File: config.mk
export PLATFORM = sky130hd
export DESIGN_NAME = capture_dump_ctrl
export DESIGN_NICKNAME = d
export VERILOG_FILES = /design/src/rtl/acoustics_pkg.sv /design/src/rtl/capture_dump_ctrl.sv
export SDC_FILE = /design/constraint.sdc
export NUM_CORES = 1
export LEC_CHECK = 0
export CELL_PAD_IN_SITES_DETAIL_PLACEMENT = 1
export CELL_PAD_IN_SITES_GLOBAL_PLACEMENT = 1
export CORE_ASPECT_RATIO = 1.25
export CORE_MARGIN = 5
export CORE_UTILIZATION = 39
export CTS_CLUSTER_DIAMETER = 200
export DETAILED_ROUTE_END_ITERATION = 12
export HOLD_SLACK_MARGIN = 0.02
export PLACE_DENSITY = 0.95
export SLEW_MARGIN = 20
export SYNTH_ARGS = -nofsm -noshare
export SYNTH_HDL_FRONTEND = slang
export SYNTH_SLANG_ARGS = --single-unit
File: constraint.sdc
create_clock -name clk -period 5.4 [get_ports clk]
set_input_delay 1.62 -clock clk [delete_from_list [all_inputs] [get_ports clk]]
set_output_delay 1.62 -clock clk [all_outputs]
set_load 0.01 [all_outputs]
File: src/rtl/acoustics_pkg.sv
// Shared definitions for the ADC capture/dump path: controller state encoding
// and the UART command bytes that drive it.
package acoustics_pkg;

    typedef enum logic [2:0] {
        ST_IDLE    = 3'd0,
        ST_CAPTURE = 3'd1,
        ST_RD_REQ  = 3'd2,
        ST_RD_WAIT = 3'd3,
        ST_SEND_HI = 3'd4,
        ST_SEND_LO = 3'd5,
        ST_TX_WAIT = 3'd6
    } state_t;

    localparam logic [7:0] CMD_CAPTURE_BYTE = 8'h43;  // 'C'
    localparam logic [7:0] CMD_DUMP_BYTE    = 8'h44;  // 'D'
    localparam logic [7:0] CMD_ABORT_BYTE   = 8'h58;  // 'X'

    localparam int DUMP_BYTES_PER_SAMPLE = 2;

endpackage

File: src/rtl/capture_dump_ctrl.sv
// Capture a burst of SIPO samples into block RAM on a UART command, then
// stream the burst back through uart_tx as MSB/LSB byte pairs.
module capture_dump_ctrl
    import acoustics_pkg::*;
#(
    parameter int         ADDR_W      = 10,
    parameter int         DATA_W      = 10,
    parameter logic [7:0] CMD_CAPTURE = CMD_CAPTURE_BYTE,
    parameter logic [7:0] CMD_DUMP    = CMD_DUMP_BYTE,
    parameter logic [7:0] CMD_ABORT   = CMD_ABORT_BYTE
) (
    input  logic              clk,
    input  logic              reset,
    input  logic [7:0]        rx_data,
    input  logic              rx_ready,
    input  logic [DATA_W-1:0] sample_in,
    input  logic              sample_valid,
    output logic              ram_we,
    output logic [ADDR_W-1:0] ram_addr,
    output logic [DATA_W-1:0] ram_wdata,
    input  logic [DATA_W-1:0] ram_rdata,
    output logic [7:0]        tx_data,
    output logic              tx_send,
    input  logic              tx_ready,
    output logic              busy,
    output logic [2:0]        state_dbg,
    output logic              overrun
);

    localparam logic [ADDR_W-1:0] LAST_ADDR = '1;

    state_t              state, state_next;
    state_t              ret, ret_next;
    logic [ADDR_W-1:0]   addr, addr_next;
    logic [DATA_W-1:0]   held;
    logic                abort;
    logic                wr_fire, send_fire, send_hi, latch, ovr_set, ovr_clr;

    assign abort     = rx_ready && (rx_data == CMD_ABORT);
    assign state_dbg = state;

    // Handshake: tx_send is a one-cycle strobe issued only after tx_ready=1 was
    // seen; the strobe cycle itself is the acceptance cycle, so tx_ready is
    // ignored while tx_send is high and the next byte waits for tx_ready=1 again.
    always_comb begin
        state_next = state;
        ret_next   = ret;
        addr_next  = addr;
        wr_fire    = 1'b0;
        send_fire  = 1'b0;
        send_hi    = 1'b0;
        latch      = 1'b0;
        ovr_set    = 1'b0;
        ovr_clr    = 1'b0;
        case (state)
            ST_IDLE: begin
                if (rx_ready && rx_data == CMD_CAPTURE) begin
                    state_next = ST_CAPTURE;
                    addr_next  = '0;
                    ovr_clr    = 1'b1;
                end else if (rx_ready && rx_data == CMD_DUMP) begin
                    state_next = ST_RD_REQ;
                    addr_next  = '0;
                end
            end
            ST_CAPTURE: begin
                if (sample_valid && ram_we) begin
                    ovr_set = 1'b1;
                end
                // addr has already wrapped to 0 during the final write cycle
                if (ram_we && addr == '0) begin
                    state_next = ST_RD_REQ;
                end else if (sample_valid && !ram_we) begin
                    wr_fire   = 1'b1;
                    addr_next = addr + ADDR_W'(1);
                end
            end
            ST_RD_REQ:  state_next = ST_RD_WAIT;
            ST_RD_WAIT: begin
                latch      = 1'b1;
                state_next = ST_SEND_HI;
            end
            ST_SEND_HI: begin
                if (tx_ready) begin
                    send_fire  = 1'b1;
                    send_hi    = 1'b1;
                    ret_next   = ST_SEND_LO;
                    state_next = ST_TX_WAIT;
                end
            end
            ST_SEND_LO: begin
                if (tx_ready) begin
                    send_fire  = 1'b1;
                    ret_next   = (addr == LAST_ADDR) ? ST_IDLE : ST_RD_REQ;
                    state_next = ST_TX_WAIT;
                end
            end
            ST_TX_WAIT: begin
                if (!tx_send && tx_ready) begin
                    state_next = ret;
                    if (ret == ST_RD_REQ) begin
                        addr_next = addr + ADDR_W'(1);
                    end
                end
            end
            default: state_next = ST_IDLE;
        endcase
        if (abort) begin
            state_next = ST_IDLE;
            ret_next   = ret;
            addr_next  = addr;
            wr_fire    = 1'b0;
            send_fire  = 1'b0;
            latch      = 1'b0;
            ovr_set    = 1'b0;
            ovr_clr    = 1'b0;
        end
    end

    always_ff @(posedge clk) begin
        if (reset) begin
            state     <= ST_IDLE;
            ret       <= ST_IDLE;
            addr      <= '0;
            held      <= '0;
            ram_we    <= 1'b0;
            ram_addr  <= '0;
            ram_wdata <= '0;
            tx_send   <= 1'b0;
            tx_data   <= '0;
            busy      <= 1'b0;
            overrun   <= 1'b0;
        end else begin
            state   <= state_next;
            ret     <= ret_next;
            addr    <= addr_next;
            busy    <= (state_next != ST_IDLE);
            ram_we  <= wr_fire;
            tx_send <= send_fire;
            if (wr_fire) begin
                ram_addr  <= addr;
                ram_wdata <= sample_in;
            end else if (state_next == ST_RD_REQ) begin
                // read address is on the bus for the whole RD_REQ cycle
                ram_addr <= addr_next;
            end
            if (latch) begin
                held <= ram_rdata;
            end
            if (send_fire) begin
                tx_data <= send_hi ? 8'(held >> 8) : held[7:0];
            end
            if (ovr_clr) begin
                overrun <= 1'b0;
            end else if (ovr_set) begin
                overrun <= 1'b1;
            end
        end
    end

endmodule

==> summary.txt <==
Finish
  • Finished Cell Area: 0.003665 mm^2
  • Nets: 420
  • Finished Layout Cells: 480
  • Fin util: 52.85%
  • Layout area overhead: 32.89%
  • Fill cell count: 816
  • # diodes: 0
  • Share of layout cells above drive strength 1: 8.462%

Timing
  • Final worst slack: 1564 ps
  • Clock Skew: 7.435 ps
  • Final slew viol count: 0
  • Relative slew slack: 29.92%
  • Final hold violation count: 0
  • Fin crit share: 71.04%
  • RSZ-0062 raised after global routing: false
  • Period minus WS final: 3836 ps
  • Final setup TNS: 0 ps
  • Fmax: 0.2607 GHz
  • Least-Margin Pin Slew: 1045 ps
  • Final setup viols: 0

Route
  • Number of DRC markers in iteration 0: 196
  • Detailed-route DRC error count: 0
  • Post-Route WL: 8.510 mm
  • Post-route ant nets: 0
  • Drt first pass iters: 5
  • WL per Instance: 17.73 um
  • Vias per inst: 5.650
  • Vias: 2,712

Critical path
  • Slowest cell delay on critical path: 440 ps
  • Worst path depth: 9
  • R2R Path End: ram_addr[4]
  • Worst-path fanout max: 16
  • Critical path's top delay family: simple AND/OR/NAND/NOR gates
  • Kind of critical path: in -> reg
  • R2r startpoint: state_dbg[1]
  • Req. time, crit path: 5630 ps
  • Crit. Startpoint: rx_data[1]
  • Reg2reg path depth: 6
  • Critical path launch point type: primary input
  • CP endpoint kind: register
  • Crit path capture: ram_addr[4]
  • CP max-delay cell: clkdlybuf4s50_1
  • Buf/Inv on CP: 3
  • Data arrival, critical path: 4060 ps
  • Setup slack, reg-to-reg: 2800 ps
  • CP cell instances: clkdlybuf4s50_1 -> nor4b_1 -> nand3_1 -> buf_4 -> nand3_1 -> buf_4 -> nor2_1 -> and2_1 -> a221o_1

Power and ir drop
  • Peak supply drop: 0.0001447 V
  • PwrDens: 234.4 mW/mm^2
  • Leak: 1.236 nW

Global route
  • GRT Total Usage: 19.79%
  • Initial antenna violation count: 0
  • GRT overflow: 0
  • First-pass GRT wire length: 14.16 mm
  • Largest net degree at the start of global routing: 53
  • Vias in the first global route: 2,911

Yosys
  • Post-synthesis xor/xnor area fraction: 0%
  • Synth async-reset ratio: 0%
  • Mux share of post-synthesis cell area: 3.630%
  • Post-synth EDFFs: 0
  • Mapped cell area: 0.002758 mm^2
  • Compound-cell area share of the yosys netlist: 20.46%
  • Distinct cells, synth: 55
  • Yosys warnings: 0
  • Register bit total from synthesis: 57
  • Post-synthesis cell count: 323
  • Post-synth top flop: dfxtp_1
  • Simple-Gate Fraction of Synth Area: 29.76%
  • Register area share after synthesis: 41.38%
  • Largest family of logic cells by synthesized area: simple AND/OR/NAND/NOR gates
  • Avg Cell Area, Syn: 8.538 um^2
  • Net Count, Synth: 358
  • Adder-Cell Fraction of Synth Area: 0.9074%

CTS
  • H-tree depth: 3
  • Post-CTS Hold Buffers: 0
  • Post-cts repair resize count: 0
  • Reg clk slew, reported paths: 60 ps
  • Longest Clk Path Bufs: 2
  • Worst-Skew Late Latency: 340 ps
  • Clock sinks: 57
  • CTS Buf Count: 9
  • CTS root buf: clkbuf_8
  • Post-CTS Repair Setup Buffers: 0
  • CTS tree: done

Floorplan
  • Die Wd: 85.21 um
  • Ports: 68
  • Die height: 104.0 um
  • Rows: 34
  • Core ar.: 0.006934 mm^2
  • Die Footprint: 0.008863 mm^2
  • Initial Util: 39.77%

Placed design
  • PortBufs: 67
  • Final GP Congestion: 0.8675
  • DP Area: 0.003468 mm^2
  • Setup WS pre-CTS: 1217 ps
  • Cell total after placement: 464
  • HPWL Detailed: 5.998 mm

Run status
  • Run status: completed

Run
  • MaxCap Viol Count: 0

Worst hold path
  • HP Class: reg -> reg
[power by group]
group          internal (W)  switching, W  total [W]
combinational     0.0000249     0.0000176  0.0000425
clock              0.000224      0.000172   0.000396
sequential         0.000421   0.000000338   0.000421
total              0.000669      0.000190   0.000859
[registers in the layout (all words and copies together), names as in the netlist]
signal / flops
overrun: 1
ret: 2
busy: 1
addr: 10
tx_send: 1
state_dbg: 3
held: 10
ram_addr: 10
ram_we: 1
ram_wdata: 10
tx_data: 8
[logic make-up (layout without fill, tap and decap cells)]
family / after synthesis / count (layout)
buffers and inverters: 23 / 90
DFF: 57 / 57
muxes: 10 / 10
adders and majority gates: 2 / 2
and+or+nand+nor: 155 / 155
AOI/OAI and AO/OA: 76 / 76
[final cells by class]
type,count,area [um^2],share of cell area (%)
multi-input cells,243,1515,41.35
well taps,90,112.6,3.073
repair buffers,69,680.7,18.57
clock inverters,5,55.05,1.502
flip-flops and latches,57,1141,31.14
inverters,5,18.77,0.5121
clock buffers,11,141.4,3.858
[cells in the mapped netlist (2+ instances only)]
master	n	area, um^2
dfxtp_1	57	1141
nand2_1	49	183.9
nor2_1	31	116.4
a21oi_1	27	135.1
nand3_1	19	95.09
clkbuf_1	12	45.04
mux2i_1	10	100.1
nor3_1	9	45.04
a31oi_1	8	50.05
nor2b_1	7	43.79
o21ai_0	7	35.03
and3_1	6	37.54
a221o_1	5	50.05
inv_1	5	18.77
a2bb2oi_1	4	35.03
a311oi_1	4	35.03
and2_1	4	25.02
buf_2	4	20.02
nand4_1	4	25.02
and3b_1	3	26.28
nor3b_1	3	22.52
nor4bb_1	3	30.03
a211o_1	2	17.52
a211oi_1	2	15.01
and4bb_2	2	25.02
buf_6	2	22.52
ha_1	2	25.02
nand3b_1	2	15.01
nor3_4	2	32.53
o31ai_1	2	15.01
or3_1	2	12.51
[metal layers]
metal	wire length, um	global-route usage, %	up-vias
met4	238	9.955	0
met3	505	5.309	21
met2	4218	33.11	99
li1	-	-	1297
met5	0	0	-
met1	3548	22.83	1295
[how the worst min path moves through the flow]
stage | from | to | slack (ps) | cells after the start
6_report | tx_data[7] | tx_data[7] | 460 | 2
5_1_grt | ram_wdata[1] | ram_wdata[1] | 490 | 2
4_1_cts | tx_data[7] | tx_data[7] | 460 | 2
3_5_place_dp | tx_data[6] | tx_data[6] | 450 | 2
3_3_place_gp | ram_wdata[8] | ram_wdata[8] | 440 | 2
2_1_floorplan | held[2] | tx_data[2] | 450 | 2
[layout by cell type, fill, tap and decap left out, types with 4 or more instances in the layout]
cell type and count:
clkdlybuf4s50_1 66, a311oi_1 4, nor2_1 31, and3_1 6, a2bb2oi_1 4, clkbuf_8 10
mux2i_1 10, a21oi_1 27, nor2b_1 7, nand4_1 4, a31oi_1 8, nand3_1 19
o21ai_0 7, nand2_1 49, and2_1 4, inv_1 5, nor3_1 8, dfxtp_1 57
a221o_1 5
[stage by stage]
stage	total power [W]	hold WS, ps
final	0.0008590	462.2
after global routing	0.0008878	489.5
after CTS	0.0008650	464.3
after detailed placement	0.0004726	454.6
after global placement	0.0004718	444.2
after floorplan	0.0004441	447.2
[tightest hold or removal path, delay by kind of cell, from the launching register on]
kind	cells	cell delay (ps)
compound gates	1	50
simple gates	1	50
flops	1	310
Note: power is estimated with default switching activity, not from simulation.
